$ cat src/rtl/clock_prescaler.sv
`default_nettype none
// ============================================================================
// Module  : clock_prescaler
// Brief   : Free-running binary divider, clk_out = clk / 2**N, 50% duty.
//           Optional one-cycle wrap strobe 'tick' under CLOCK_PRESCALER_TICK_EN.
// Revision: 1.0  initial release
// ============================================================================
module clock_prescaler #(
  parameter int N = 16
) (
  input  logic         clk,
  input  logic         rst_n,
  input  logic         en,
  output logic         clk_out,
  output logic [N-1:0] count
`ifdef CLOCK_PRESCALER_TICK_EN
  ,
  output logic         tick
`endif
);

  localparam logic [N-1:0] CNT_ONE = N'(1);
  localparam logic [N-1:0] CNT_MAX = '1;

  logic [N-1:0] cnt;

  always_ff @(posedge clk or negedge rst_n) begin
    if (!rst_n) begin
      cnt <= '0;
    end else if (en) begin
      cnt <= cnt + CNT_ONE;
    end
  end

  // Output is the counter MSB straight from the flop, no logic after it.
  assign clk_out = cnt[N-1];
  assign count   = cnt;

`ifdef CLOCK_PRESCALER_TICK_EN
  // High for the cycle following an enabled wrap from all-ones to zero.
  always_ff @(posedge clk or negedge rst_n) begin
    if (!rst_n) begin
      tick <= 1'b0;
    end else begin
      tick <= en && (cnt == CNT_MAX);
    end
  end
`endif

endmodule
`default_nettype wire

$ cat config.mk
export PLATFORM = sky130hd
export DESIGN_NAME = clock_prescaler
export DESIGN_NICKNAME = d
export VERILOG_FILES = /design/src/rtl/clock_prescaler.sv
export SDC_FILE = /design/constraint.sdc
export NUM_CORES = 1
export LEC_CHECK = 0
export CORE_MARGIN = 5
export CORE_UTILIZATION = 45
export CTS_CLUSTER_DIAMETER = 150
export DETAILED_ROUTE_END_ITERATION = 10
export PLACE_DENSITY = 0.84
export SETUP_SLACK_MARGIN = 0.1
export SLEW_MARGIN = 30
export SYNTH_ARGS = -nofsm -noshare
export SYNTH_HDL_FRONTEND = slang
export SYNTH_SLANG_ARGS = --single-unit
$ cat constraint.sdc
create_clock -name clk -period 2.1 [get_ports clk]
set_clock_uncertainty 0.2 [all_clocks]
set_input_delay 0.63 -clock clk [delete_from_list [all_inputs] [get_ports clk]]
set_output_delay 0.63 -clock clk [all_outputs]
set_load 0.01 [all_outputs]
; Yosys cells after proc, flatten, opt, wreduce, memory -nomap -nowiden
; Cells that the tools add are included.
[op_classes]
add_sub_neg = 1
[op_table]
columns = operator, n
row1 = $add 16x1->16 const B, 1
[totals]
ff_bits = 16
wordCells = 2

; Longest topological paths before layout
; Gate-level depths: netlist of run 1.
[logic_depth]
depth_word = 1
mapped_depth = 5
mapped_depth_nobuf = 5

; Worst setup path before layout of run 1
; Ideal clock, no wire load.
[synth_path]
path_type = input to register
startpoint = input port en
endpoint = register cnt[12], in the netlist count[12]
stages = 4
path_slack_ns = 0.497
arrival_ns = 1.324
path_buffers = 0
path_cell_list = nand4_4 -> nor3_2 -> and4_1 -> xor2_1
[synth_rtl]
columns = item, line
row1 = "start, declared", 13  ; input logic en,
row2 = "end signal, assigned", 31  ; cnt <= cnt + CNT_ONE;
row3 = "end, declared", 25  ; logic [N-1:0] cnt;

==> impl_summary.txt, run 1 <==
----------------------------------------------------
[Power and ir drop]
  Pwr Total ... ~960 µW
  Maximum vdd drop ... between 0.5 and 0.6 mV
  Pwr Density ... about 950 nW/µm²
  Leakage power of the design ... around 0.53 nW

[Timing]
  Worst slew pin tran ... 0.307 ns
  Achievable Freq ... ~520 MHz
  Relative slew slack ... between 70% and 80%
  Final count of negative-setup-slack endpoints ... 0
  Worst setup margin ... 0.180 ns
  RSZ-0062 raised after global routing ... no
  Setup TNS ... 0 ns
  Final Hold Slack ... 0.292 ns
  Min cycle time layout ... between 1.5 and 2 ns
  Number of failing hold endpoints at the final stage ... 0
  Final Max Slew Viols ... 0
  Tcrit/Tclk final ... between 90% and 100%

[Worst hold path]
  Worst hold path stage count ... 1
  Type of the most critical hold path ... reg2reg

[Finish]
  Antenna cell count ... 0
  Layout cells sized above 1 ... around 24%
  Final cell area excluding filler cells ... about 1000 µm²
  Share of the core filled with cells ... around two thirds
  Flip-flop count of the largest register after layout ... 16
  Layout-stage area growth over the synthesis result ... 43.4%
  Layout net count ... 97
  Non-filler cells, final ... ~110
  Filler Cell Count ... 135

[Global routing]
  Via count of the first global-routing pass ... ~560
  Aggregate global-route resource usage ... a little over an eighth
  Global-route wire length before repair ... 2520 µm
  Number of antenna violations at the first check in global routing ... 0
  Largest net degree at the start of global routing ... 17
  Total congestion overflow after global routing ... 0

[Synthesis]
  Cell types with the largest area share after synthesis ... sky130_fd_sc_hd__dfrtp_1 (57%), sky130_fd_sc_hd__xnor2_1 (11%), sky130_fd_sc_hd__xor2_1 (7.5%)
  Netlist Area Pre-Place ... 703 µm²
  Post-synthesis register bit count ... 16
  Number of nets produced by synthesis ... 61
  Top cell type's share of synthesized area ... between 50% and 60%
  Average cell area after synthesis ... roughly 12 µm²
  Library cells used by synthesis ... 16
  Dominant cell type by area after synthesis ... sky130_fd_sc_hd__dfrtp_1
  Cells after synthesis ... 57
  Yosys warning count ... 0
  Share of synthesized area occupied by flip-flops and latches ... between 50% and 60%

[Worst setup path]
  Critical Path RT ... 2.11 ns
  Length in cells of the worst reg-to-reg path ... 6
  Library cell contributing the largest single delay on the critical path ... sky130_fd_sc_hd__clkdlybuf4s50_1
  Endpoint arrival time on the critical path ... between 1.5 and 2 ns
  Worst R2R Setup Slack ... ~0.47 ns
  Timing startpoint of the critical path ... en
  Worst-path cell chain ... clkdlybuf4s50_1 > nand4_4 > nor3_2 > and4_1 > xor2_1
  Reg2reg start ... count[1]$_DFFE_PN0P_
  End point of the critical path ... count[12]$_DFFE_PN0P_
  Endpoint kind of the worst setup timing path ... register
  Endpoint of the worst register-to-register path ... count[12]$_DFFE_PN0P_
  Largest incremental delay on the critical path ... around 0.52 ns
  Setup crit start kind ... primary input
  Critical path fanouts, max ... 5
  Kind of critical path ... in2reg

[Placement]
  Dpl cell area ... between 900 and 1000 µm²
  HPWL Detailed ... 1020 µm
  Cells after DPL ... 97
  Post-placement setup slack ... -0.119 ns
  Port-buffer cells ... 19
  Final Wtd Congestion ... 0.740

[Route]
  Length of the first detailed-routing pass in iterations ... 4
  Drc violations ... 0
  Total vias in the final route ... around 530
  Wire per inst ... around 13 µm
  Overall routed net length ... 1370 µm
  Count of antenna-violating nets left after detailed routing ... 0
  Initial DRC count ... 11
  Avg Vias per Cell ... 4.92

[CTS]
  Root Driver ... sky130_fd_sc_hd__clkbuf_4
  Clk_lat worst skew ... between 0.2 and 0.3 ns
  Clock buffer count from CTS ... 3
  Number of hold-repair buffers added at the cts stage ... 0
  Clock edge transition at the registers on the reported setup and hold paths ... approximately 0.080 ns
  CTS tree ... built
  Buffer levels on the longest clock path ... 2
  H-tree depth ... 1
  Clock net sink count ... 16

[Floorplanning]
  Core Area ... between 1000 and 1500 µm²
  Starting density of the core ... a little under half
  Horizontal die dimension ... between 40 and 50 µm
  Std cell rows ... 14
  Die Outline Area ... 2450 µm²
  # IOs ... 20
  Die height ... a little under 50 µm

[Flow run]
  Maxcap violations ... 0

[Outcome]
  Run status ... complete, no violations

----------------------------------------------------
[cell type report]
cell class                 instances  area (µm²)  share of cell area [%]
sequential                        16         404                    40.1
clock buffer                       3        22.5                    2.23
multi-input combinational         39         292                    28.9
timing repair buffer              32         267                    26.4
inverter                           1        3.75                   0.372
tap                               16        20.0                    1.99
[worst max-delay path: cells and delay by family]
family	cells	cell delay, ns
buffers and inverters	1	0.52
and+or+nand+nor	3	0.62
xor gates and xnor gates	1	0.15
[per-layer routing]
layer  global-route usage, %  up-vias  share of wire, %
met1                    16.9      242                43
met5                       0        -                 0
met3                    3.61        3               8.4
li1                        -      263                 -
met4                    5.24        0               1.7
met2                    20.6       18                47
[cell usage in the layout (no fill, tap or decap), drive strengths merged]
cell            n
and3            1
and4            1
buf            13
clkbuf          3
clkdlybuf4s50   2
dfrtp          16
dlygate4sd2    17
ha              1
inv             1
mux2            1
nand2           5
nand3           5
nand4           4
nor2            3
nor3            2
nor4            1
xnor2           9
xor2            6
[Yosys cell counts]
cell type / instances
sky130_fd_sc_hd__dfrtp_1: 16
sky130_fd_sc_hd__xnor2_1: 9
sky130_fd_sc_hd__xor2_1: 6
sky130_fd_sc_hd__nand2_1: 5
sky130_fd_sc_hd__nand3_1: 5
sky130_fd_sc_hd__nand4_1: 3
sky130_fd_sc_hd__nor2_1: 3
sky130_fd_sc_hd__nor3_2: 2
sky130_fd_sc_hd__and3_1: 1
sky130_fd_sc_hd__and4_1: 1
sky130_fd_sc_hd__buf_4: 1
sky130_fd_sc_hd__ha_1: 1
sky130_fd_sc_hd__inv_1: 1
sky130_fd_sc_hd__mux2_1: 1
sky130_fd_sc_hd__nand4_4: 1
sky130_fd_sc_hd__nor4_1: 1
[power by group]
| group | total, mW | internal (mW) | leakage (nW) | switching [mW] |
|---|---|---|---|---|
| clock | 0.155 | 0.0666 | 0.0138 | 0.0880 |
| sequential | 0.438 | 0.378 | 0.203 | 0.0594 |
| combinational | 0.369 | 0.191 | 0.311 | 0.178 |
| total | 0.961 | 0.636 | 0.527 | 0.325 |
[repair_timing]
action / CTS / global route
setup endpoints to repair: 17 / 0
resized for setup: 20 / 0
buffers inserted: 7 / 0
[logic make-up after synthesis]
family                   count (synthesis)  share of synthesized area (%)
AND/OR/NAND/NOR                         22                           19.4
flip-flops                              16                           56.9
XOR/XNOR                                15                           18.7
buffers and inverters                    2                           1.60
multiplexers                             1                           1.60
adder cells (fa/ha/maj)                  1                           1.78
[worst min path at each step]
| stage | endpoint | from | slack (ns) |
|---|---|---|---|
| floorplan | count[0]$_DFFE_PN0P_ | rst_n | 0.13 |
| global placement | count[15]$_DFFE_PN0P_ | count[15]$_DFFE_PN0P_ | 0.28 |
| detailed placement | count[14]$_DFFE_PN0P_ | count[14]$_DFFE_PN0P_ | 0.29 |
| CTS | count[15]$_DFFE_PN0P_ | count[15]$_DFFE_PN0P_ | 0.30 |
| global route | count[14]$_DFFE_PN0P_ | count[14]$_DFFE_PN0P_ | 0.32 |
| finish | count[15]$_DFFE_PN0P_ | count[15]$_DFFE_PN0P_ | 0.29 |
Note: power is estimated with default switching activity, not from simulation.
==> inputs of run 2 (changes only) <==
--- a/config.mk
+++ b/config.mk
@@ -5,11 +5,12 @@
 export SDC_FILE = /design/constraint.sdc
 export NUM_CORES = 1
 export LEC_CHECK = 0
+export CORE_ASPECT_RATIO = 0.75
 export CORE_MARGIN = 5
-export CORE_UTILIZATION = 45
+export CORE_UTILIZATION = 35
 export CTS_CLUSTER_DIAMETER = 150
 export DETAILED_ROUTE_END_ITERATION = 10
-export PLACE_DENSITY = 0.84
+export PLACE_DENSITY = 0.7
 export SETUP_SLACK_MARGIN = 0.1
 export SLEW_MARGIN = 30
 export SYNTH_ARGS = -nofsm -noshare
==> impl_summary.txt, run 2 (synthesis results as in run 1) <==
----------------------------------------------------
[Route]
  Wire per inst ... ~12 µm
  Total vias in the final route ... approximately 540
  Length of the first detailed-routing pass in iterations ... 4
  Initial DRC count ... 9
  Overall routed net length ... around 1400 µm
  Count of antenna-violating nets left after detailed routing ... 0
  Drc violations ... 0
  Avg Vias per Cell ... about 4.6

[Timing]
  Min cycle time layout ... 1.94 ns
  Tcrit/Tclk final ... about 92%
  Final Max Slew Viols ... 0
  Final count of negative-setup-slack endpoints ... 0
  RSZ-0062 raised after global routing ... yes
  Number of failing hold endpoints at the final stage ... 0
  Worst slew pin tran ... between 0.3 and 0.4 ns
  Achievable Freq ... 517 MHz
  Relative slew slack ... 79.8%

[Worst setup path]
  Setup crit start kind ... primary input
  Worst-path cell chain ... clkdlybuf4s50_1 > nand4_4 > nor3_2 > and4_1 > xor2_1
  Kind of critical path ... in2reg
  Critical path fanouts, max ... 5
  Critical path's top delay family ... simple AND/OR/NAND/NOR gates
  Critical Path RT ... about 2.1 ns
  Timing startpoint of the critical path ... en
  Reg2reg start ... count[0]$_DFFE_PN0P_
  Total buffers and inverters traversed by the critical path ... 1
  Library cell contributing the largest single delay on the critical path ... sky130_fd_sc_hd__clkdlybuf4s50_1
  Endpoint kind of the worst setup timing path ... register
  Largest incremental delay on the critical path ... about 0.53 ns
  Endpoint arrival time on the critical path ... between 1.5 and 2 ns

[CTS]
  Clk_lat worst skew ... between 0.2 and 0.3 ns
  Buffer levels on the longest clock path ... 2
  H-tree depth ... 1
  Root Driver ... sky130_fd_sc_hd__clkbuf_4
  Clock net sink count ... 16
  Clock edge transition at the registers on the reported setup and hold paths ... about 0.10 ns
  CTS tree ... built
  Clock buffer count from CTS ... 3
  Number of hold-repair buffers added at the cts stage ... 0

[Finish]
  Layout net count ... 99
  Share of the core filled with cells ... ~53%
  Antenna cell count ... 0
  Top library cells by usage in the layout, fill and taps aside ... sky130_fd_sc_hd__dfrtp_1 (16), sky130_fd_sc_hd__dlygate4sd2_1 (16), sky130_fd_sc_hd__buf_4 (15)
  Flip-flop count of the largest register after layout ... 16
  Final cell area excluding filler cells ... 1050 µm²
  Layout cells sized above 1 ... a little under a quarter
  Layout-stage area growth over the synthesis result ... 48.9%

[Floorplanning]
  Std cell rows ... 14
  Die height ... slightly below 50 µm
  Core Area ... just under 2000 µm²
  Starting density of the core ... between 30% and 40%
  Horizontal die dimension ... roughly 62 µm
  Die Outline Area ... 3010 µm²
  # IOs ... 20

[Global routing]
  Largest net degree at the start of global routing ... 17
  Via count of the first global-routing pass ... 545
  Total congestion overflow after global routing ... 0
  Aggregate global-route resource usage ... 10.8%
  Global-route wire length before repair ... roughly 2400 µm
  Number of antenna violations at the first check in global routing ... 0
  GRT met1 Usage ... 12.8%
  Grt peak-use layer ... met2
  Met3 Track Usage GR ... 1.59%
  Met2 usage ... 17.2%

[Worst hold path]
  Type of the most critical hold path ... reg2reg
  Critical hold path startpoint ... count[14]$_DFFE_PN0P_

[Power and ir drop]
  Maximum vdd drop ... 0.707 mV
  Leakage power of the design ... between 0.5 and 0.6 nW
  Pwr Density ... roughly 990 nW/µm²

[Placement]
  Dpl cell area ... just under 1000 µm²
  Final Wtd Congestion ... roughly 0.73
  HPWL Detailed ... 1040 µm
  Port-buffer cells ... 19

[Outcome]
  Run status ... complete, no violations

[Flow run]
  Maxcap violations ... 0

----------------------------------------------------
==> run 2: changes by cell type in the layout (fill, tap and decap cells not counted), sizes merged <==
cell | previous run | this run
buf | 13 | 15
dlymetal6s2s | 0 | 1
clkbuf | 3 | 4
dlygate4sd2 | 17 | 16
==> run 2: through the flow <==
| step | setup TNS (ns) | instances | hold slack, ns | total power [mW] | worst slack (ns) |
|---|---|---|---|---|---|
| floorplan | 0 | 57 | 0.134 | 0.603 | 0.497 |
| global placement | -0.439 | 106 | 0.282 | 0.804 | -0.117 |
| detailed placement | -0.677 | 106 | 0.288 | 0.812 | -0.169 |
| CTS | 0 | 118 | 0.301 | 1.04 | 0.0735 |
| global route | 0 | 118 | 0.319 | 1.09 | 0.0908 |
| finish | 0 | 118 | 0.297 | 1.03 | 0.164 |
==> run 2: layout make-up <==
type | instances | area [µm²]
clock buffers | 4 | 36.3
fillers | 181 | 915
inverters | 1 | 3.75
multi-input cells | 39 | 292
flip-flops and latches | 16 | 400
well taps | 24 | 30.0
repair buffers | 34 | 285
==> run 2: repair_timing <==
| action | CTS | global route |
|---|---|---|
| setup buffers | 8 | 0 |
| setup endpoints to repair | 17 | 3 |
| resized for setup | 16 | 1 |
==> run 2: layer usage <==
| layer | share of wire [%] | up-vias |
|---|---|---|
| li1 | - | 268 |
| met1 | 44 | 257 |
| met2 | 48 | 11 |
| met3 | 3.9 | 5 |
| met4 | 3.5 | 0 |
| met5 | 0 | - |
==> run 2: worst paths after layout <==
| check | endpoint | slack (ns) | cells past startpoint |
|---|---|---|---|
| min in group asynchronous | count[7]$_DFFE_PN0P_ | 0.45 | 2 |
| hold / removal | count[14]$_DFFE_PN0P_ | 0.30 | 1 |
| setup reg to reg | count[12]$_DFFE_PN0P_ | 0.43 | 6 |
| setup / recovery | count[12]$_DFFE_PN0P_ | 0.16 | 5 |
| max in group asynchronous | count[0]$_DFFE_PN0P_ | 1.07 | 2 |
| hold reg to reg | count[14]$_DFFE_PN0P_ | 0.30 | 1 |
==> run 2: power by group <==
part / leakage, nW / internal (mW) / switching, mW / total (mW)
combinational: 0.330 / 0.218 / 0.203 / 0.422
clock: 0.0210 / 0.106 / 0.103 / 0.209
sequential: 0.206 / 0.374 / 0.0299 / 0.404
total: 0.557 / 0.697 / 0.337 / 1.03
==> run 2: worst register-to-register path: cells and delay by family (launching register included) <==
kind	cells	cell delay, ns
and+or+nand+nor	3	0.58
DFF	1	0.36
adders and majority gates	1	0.19
buffers and inverters	1	0.14
xor gates and xnor gates	1	0.14
